<file path="src/rtl/msrv32_store_unit_pkg.sv">
// Shared msrv32 store-path definitions: store size codes, FSM state
// encodings, the default bus-ack timeout and the alignment rule.
package msrv32_store_unit_pkg;

  // Store size codes carried on store_size_in; 2'b11 is treated as word.
  localparam logic [1:0] SIZE_BYTE = 2'b00;
  localparam logic [1:0] SIZE_HALF = 2'b01;
  localparam logic [1:0] SIZE_WORD = 2'b10;

  // Cycles a write request may stay unacknowledged before a bus error.
  localparam int unsigned ACK_TIMEOUT_DEFAULT = 15;

  typedef enum logic [1:0] {
    ST_IDLE = 2'b00,
    ST_REQ  = 2'b01,
    ST_ERR  = 2'b10
  } store_state_e;

  // Byte stores are always aligned; halves need addr[0]=0; words need
  // addr[1:0]=0 (both word codes).
  function automatic logic is_misaligned(input logic [1:0] size,
                                         input logic [1:0] addr_lo);
    logic mis;
    mis = 1'b0;
    case (size)
      SIZE_BYTE: mis = 1'b0;
      SIZE_HALF: mis = addr_lo[0];
      default:   mis = (addr_lo != 2'b00);
    endcase
    return mis;
  endfunction

endpackage

</file>
<file path="src/rtl/msrv32_store_unit_lane.sv">
// Store lane steering: replicates the right-justified store data across
// all byte lanes and builds the byte-enable mask from size and addr[1:0].
module msrv32_store_lane
  import msrv32_store_unit_pkg::*;
(
  input  logic [1:0]  size,
  input  logic [1:0]  addr,
  input  logic [31:0] rs2,
  output logic [31:0] data,
  output logic [3:0]  mask
);

  // Select replicated data and lane mask for the store size.
  always_comb begin
    // NOTE: every output gets a default before the case so no path leaves
    // it unassigned; otherwise synthesis infers a latch.
    data = rs2;
    mask = 4'b1111;
    case (size)
      SIZE_BYTE: begin
        data = {4{rs2[7:0]}};
        mask = 4'b0001 << addr;
      end
      SIZE_HALF: begin
        data = {2{rs2[15:0]}};
        mask = addr[1] ? 4'b1100 : 4'b0011;
      end
      default: begin
        data = rs2;
        mask = 4'b1111;
      end
    endcase
  end

endmodule

</file>
<file path="src/rtl/msrv32_store_unit.sv">
// Store unit: accepts an aligned store from the pipeline, holds a write
// request to data memory until it is acknowledged, raises a bus error if
// the ack does not arrive within ACK_TIMEOUT cycles, and flags misaligned
// stores without touching memory.
module msrv32_store_unit
  import msrv32_store_unit_pkg::*;
#(
  parameter int unsigned ACK_TIMEOUT = ACK_TIMEOUT_DEFAULT
) (
  input  logic        ms_riscv32_mp_clk_in,
  input  logic        ms_riscv32_mp_rst_in,
  input  logic        mem_wr_req_in,
  input  logic [1:0]  store_size_in,
  input  logic [31:0] iadder_in,
  input  logic [31:0] rs2_in,
  input  logic        ms_riscv32_mp_dmack_in,
  output logic        ms_riscv32_mp_dmwr_req_out,
  output logic [31:0] ms_riscv32_mp_dmaddr_out,
  output logic [31:0] ms_riscv32_mp_dmdata_out,
  output logic [3:0]  ms_riscv32_mp_dmwr_mask_out,
  output logic        store_stall_out,
  output logic        misaligned_store_out,
  output logic        store_err_out
);

  localparam logic [7:0] TIMEOUT_LAST = 8'(ACK_TIMEOUT - 1);

  store_state_e state, next_state;
  logic [7:0]   wait_cnt;
  logic         aligned;
  logic         accept;
  logic         misaligned_hit;
  logic         timeout_hit;
  logic [31:0]  lane_data;
  logic [3:0]   lane_mask;
  logic [31:0]  addr_q;
  logic [31:0]  data_q;
  logic [3:0]   mask_q;
  logic         misaligned_q;

  msrv32_store_lane u_lane (
    .size (store_size_in),
    .addr (iadder_in[1:0]),
    .rs2  (rs2_in),
    .data (lane_data),
    .mask (lane_mask)
  );

  assign aligned        = !is_misaligned(store_size_in, iadder_in[1:0]);
  assign accept         = (state == ST_IDLE) && mem_wr_req_in && aligned;
  assign misaligned_hit = (state == ST_IDLE) && mem_wr_req_in && !aligned;
  assign timeout_hit    = (wait_cnt == TIMEOUT_LAST);

  // State register.
  always_ff @(posedge ms_riscv32_mp_clk_in) begin
    // NOTE: non-blocking assignments in clocked blocks so every register
    // samples pre-edge values regardless of statement order.
    if (ms_riscv32_mp_rst_in) state <= ST_IDLE;
    else                      state <= next_state;
  end

  // Next-state logic; an ack in the timeout cycle wins over the error.
  always_comb begin
    next_state = state;
    case (state)
      ST_IDLE: if (accept) next_state = ST_REQ;
      ST_REQ: begin
        if (ms_riscv32_mp_dmack_in) next_state = ST_IDLE;
        else if (timeout_hit)       next_state = ST_ERR;
      end
      ST_ERR:  next_state = ST_IDLE;
      default: next_state = ST_IDLE;
    endcase
  end

  // Ack-wait counter: cleared on accept, counts unacknowledged REQ cycles.
  always_ff @(posedge ms_riscv32_mp_clk_in) begin
    if (ms_riscv32_mp_rst_in)
      wait_cnt <= '0;
    else if (accept)
      wait_cnt <= '0;
    else if (state == ST_REQ && !ms_riscv32_mp_dmack_in)
      wait_cnt <= wait_cnt + 8'd1;
  end

  // Capture address, lane data and mask when a store is accepted.
  always_ff @(posedge ms_riscv32_mp_clk_in) begin
    // NOTE: the payload registers carry no reset; they are only visible
    // through the request gating below, which is 0 out of reset.
    if (accept) begin
      addr_q <= {iadder_in[31:2], 2'b00};
      data_q <= lane_data;
      mask_q <= lane_mask;
    end
  end

  // One-cycle misaligned-store pulse, the cycle after the offending store.
  always_ff @(posedge ms_riscv32_mp_clk_in) begin
    if (ms_riscv32_mp_rst_in) misaligned_q <= 1'b0;
    else                      misaligned_q <= misaligned_hit;
  end

  // Outputs: payload only visible while requesting; stall blocked in reset.
  always_comb begin
    ms_riscv32_mp_dmwr_req_out  = (state == ST_REQ);
    ms_riscv32_mp_dmaddr_out    = ms_riscv32_mp_dmwr_req_out ? addr_q : 32'd0;
    ms_riscv32_mp_dmdata_out    = ms_riscv32_mp_dmwr_req_out ? data_q : 32'd0;
    ms_riscv32_mp_dmwr_mask_out = ms_riscv32_mp_dmwr_req_out ? mask_q : 4'd0;
    store_err_out               = (state == ST_ERR);
    misaligned_store_out        = misaligned_q;
    store_stall_out             = !ms_riscv32_mp_rst_in &&
                                  ((state != ST_IDLE) || accept);
  end

endmodule

</file>
<file path="config.mk">
export PLATFORM = sky130hd
export DESIGN_NAME = msrv32_store_unit
export DESIGN_NICKNAME = d
export VERILOG_FILES = /design/src/rtl/msrv32_store_unit_pkg.sv /design/src/rtl/msrv32_store_unit_lane.sv /design/src/rtl/msrv32_store_unit.sv
export SDC_FILE = /design/constraint.sdc
export NUM_CORES = 1
export LEC_CHECK = 0
export CORE_MARGIN = 3
export CORE_UTILIZATION = 30
export CTS_CLUSTER_SIZE = 30
export DETAILED_ROUTE_END_ITERATION = 10
export GPL_TIMING_DRIVEN = 0
export PLACE_DENSITY_LB_ADDON = 0.3
export RECOVER_POWER = 50
export SLEW_MARGIN = 20
export SYNTH_ARGS = -nofsm -noshare
export SYNTH_HDL_FRONTEND = slang
export SYNTH_SLANG_ARGS = --single-unit
</file>
<file path="constraint.sdc">
create_clock -name ms_riscv32_mp_clk_in -period 2.9 [get_ports ms_riscv32_mp_clk_in]
set_input_delay 0.58 -clock ms_riscv32_mp_clk_in [delete_from_list [all_inputs] [get_ports ms_riscv32_mp_clk_in]]
set_output_delay 0.58 -clock ms_riscv32_mp_clk_in [all_outputs]
set_load 0.01 [all_outputs]
</file>
==> results.md <==
* Status: complete, no violations
* Unrepaired setup endpoints after global routing: no
* Antenna Cells at 0
* First-pass GRT wire length at 13,200 um
* Asr flop ratio synth at 0%
* Core footprint at roughly 0.011 sq mm
* Site Rows at 38
* Leakage dissipation at 1.81 nW
* H-tree lvl count at 3
* Yosys synthesis warning count at 0
* Die W at 112 um
* Hold Crit Depth at 2
* Top Layer Used: met4
* DIE HEIGHT at 112 um
* Worst Hold Class: flop to flop
* Critical path endpoint category: primary output
* Xor-xnor portion of the synthesized cell area at 0.260%
* DRC Markers at 0
* Area grow syn2layout at 52.0%
* Synth Flop Type: edfxtp_1
* Max VDD drop at 176 uV
* Endpoints failing hold at 0
* Top cells by count, synth: 66 x and2_1, 66 x edfxtp_1, 16 x mux2_2
* Compound-cell area share of the yosys netlist at 5.28%
* Initial core utilization at 30.9%
* Maximum clock path buffer count at 2
* Relative slew slack at 46.9%
* Fmax at 362 MHz
* Critical path peak fanout at 4
* Worst Tran Pin Value at just under 0.8 ns
* # IOs at 142
* Req. time, crit path at 2.32 ns
* Wire length on met2 at 4100 um
* Critical path launch point type: input pin
* Clock tree sinks at 77
* Count of pins over their slew limit at 0
* Yosys top cell by area: edfxtp_1
* Mapped Avg Cell Area at 13.2 sq um
* I/O Buffers at around 140
* CTS buffer count at 9
* Gr ovfl total at 0
* Critical Path AT at around 2.2 ns
* WL final at 8380 um
* Top cells by area, synth: edfxtp_1 59%, and2_1 12%, dfxtp_1 6.5%, mux2_2 5.4%, mux2i_1 2.4%
* Synth Area in Simple Gates at 18.2%
* Pwr/cell area at 445 mW/mm^2
* Clk slew on worst S/H paths at 0.08 ns
* DR vias/cell at 4.50
* Antenna violations before repair at 0
* Distinct cell type count after synthesis at 34
* Mux contribution to synthesized area at 7.73%
* Final setup viols at 0
* Top cell type's share of synthesized area at 58.9%
* Gpl congestion at 0.716
* Reg2Reg Depth at 5
* Sum of negative setup slack at 0 ns
* CTS tree: yes
* DRT iter0 DRCs at 88
* Largest family of logic cells by synthesized area: simple AND/OR/NAND/NOR gates
* Drt wl/cell at roughly 15 um
* Clock skew at 0.00765 ns
* Post-synthesis cell count at 256
* Met1 WL at roughly 3700 um
* Seq/Total Area, Yosys at 65.4%
* Synth Area in Adders at 0.743%
* Post-Synthesis Cell Area at roughly 0.0034 sq mm
* Metal3 WL at 433 um
* Clk Latency, worst-skew pair at 0.34 ns
* Largest net degree at the start of global routing at 39
* EDFF count, synth at 66
* Root buf cell: clkbuf_8
* Max-cap violations at 0
* Die area at 0.0125 sq mm
* Layout cells sized above 1 at 9.20%
* # nets final at 481
* All-Layer GR Usage at ~14%
* Min Tclk post-route at 2.76 ns
* Vias at 2,491
* DR pass1 iterations at 4
* Period utilisation layout at 95.3%
* Post-DP HPWL at 6170 um
* Vias in the first global route at 2,478
* Remaining antenna violation count at 0
* Hold_ws at 0.505 ns
* CP Class: input pin to primary output
* #FFs+latches synth at 77
==> layout by cell type (no fill, tap or decap), drive strengths merged <==
cell and n:
a211oi 2, nor3b 1, mux2 16, a21oi 8, ha 2, nand4bb 1
nor2b 1, dlygate4sd3 42, nand2 14, nand4 2, nor4 1, conb 2
a21o 2, or3 2, nand3 3, dfxtp 11, and2b 1, and2 66
buf 4, o21bai 2, clkbuf 23, nand2b 1, a41o 1, o31ai 3
clkinv 4, xor2 1, o21ai 12, nor2 5, clkdlybuf4s50 97, inv 4
mux2i 8, or3b 1, or4 4, edfxtp 66
==> cell type report <==
type | count | area [sq um]
fill | 1024 | 5770
sequential | 77 | 2200
timing repair buffer | 141 | 1400
multi-input combinational | 162 | 1100
tap | 140 | 175
clock buffer | 11 | 131
buffer | 14 | 70.1
inverter | 4 | 17.5
clock inverter | 4 | 16.3
==> registers in the layout, indices dropped and copies added, names as in the netlist <==
name                  count
addr_q                   30
state                     2
mask_q                    4
data_q                   32
wait_cnt                  8
misaligned_store_out      1
==> power by group <==
| group | internal, mW | switching [mW] |
|---|---|---|
| clock network | 0.297 | 0.376 |
| registers | 1.27 | 0.0104 |
| logic | 0.187 | 0.141 |
| total | 1.75 | 0.528 |
==> path summary, 6_finish.rpt <==
check	end	slack, ns	startpoint
setup / recovery	store_stall_out	0.14	iadder_in[1]
hold / removal	wait_cnt[7]	0.51	wait_cnt[7]
setup reg to reg	data_q[18]	0.67	state[1]
hold reg to reg	wait_cnt[7]	0.51	wait_cnt[7]
==> layer usage <==
metal / vias to the layer above / track usage, %
met5: - / 0
met4: 0 / 6.49
met3: 11 / 2.99
met2: 76 / 22.1
met1: 1191 / 17.5
li1: 1213 / -
==> critical path, cell delays in order <==
cell and delay [ns]:
dlygate4sd3_1 0.61, nand2_1 0.13, nand4_1 0.12, a21oi_1 0.18
clkdlybuf4s50_1 0.56
==> kinds of logic after synthesis <==
kind of cell | Yosys count
AND/OR/NAND/NOR | 103
XOR/XNOR | 1
AO/OA/AOI/OAI | 30
adder cells (fa/ha/maj) | 2
flip-flops | 77
multiplexers | 24
buffers and inverters | 18
other | 1
==> through the flow <==
stage	power [mW]	worst slack [ns]	util, %	instance area, sq um	instances
CTS	2.33	0.0293	47.1	5120	553
finish	2.28	0.138	47.0	5120	553
floorplan	1.43	0.257	-	3370	257
global placement	1.64	-0.911	45.3	4940	536
global route	2.39	0.0358	47.0	5120	553
detailed placement	1.65	0.00663	45.6	4960	537
==> repair_timing <==
item / in CTS / in global routing
pin swaps: 1 / 0
setup buffers: 1 / 0
setup endpoints to repair: 31 / 40
gates resized for setup: 6 / 4
hold buffers: 0 / 0
Power figures use the tool's default switching activity.
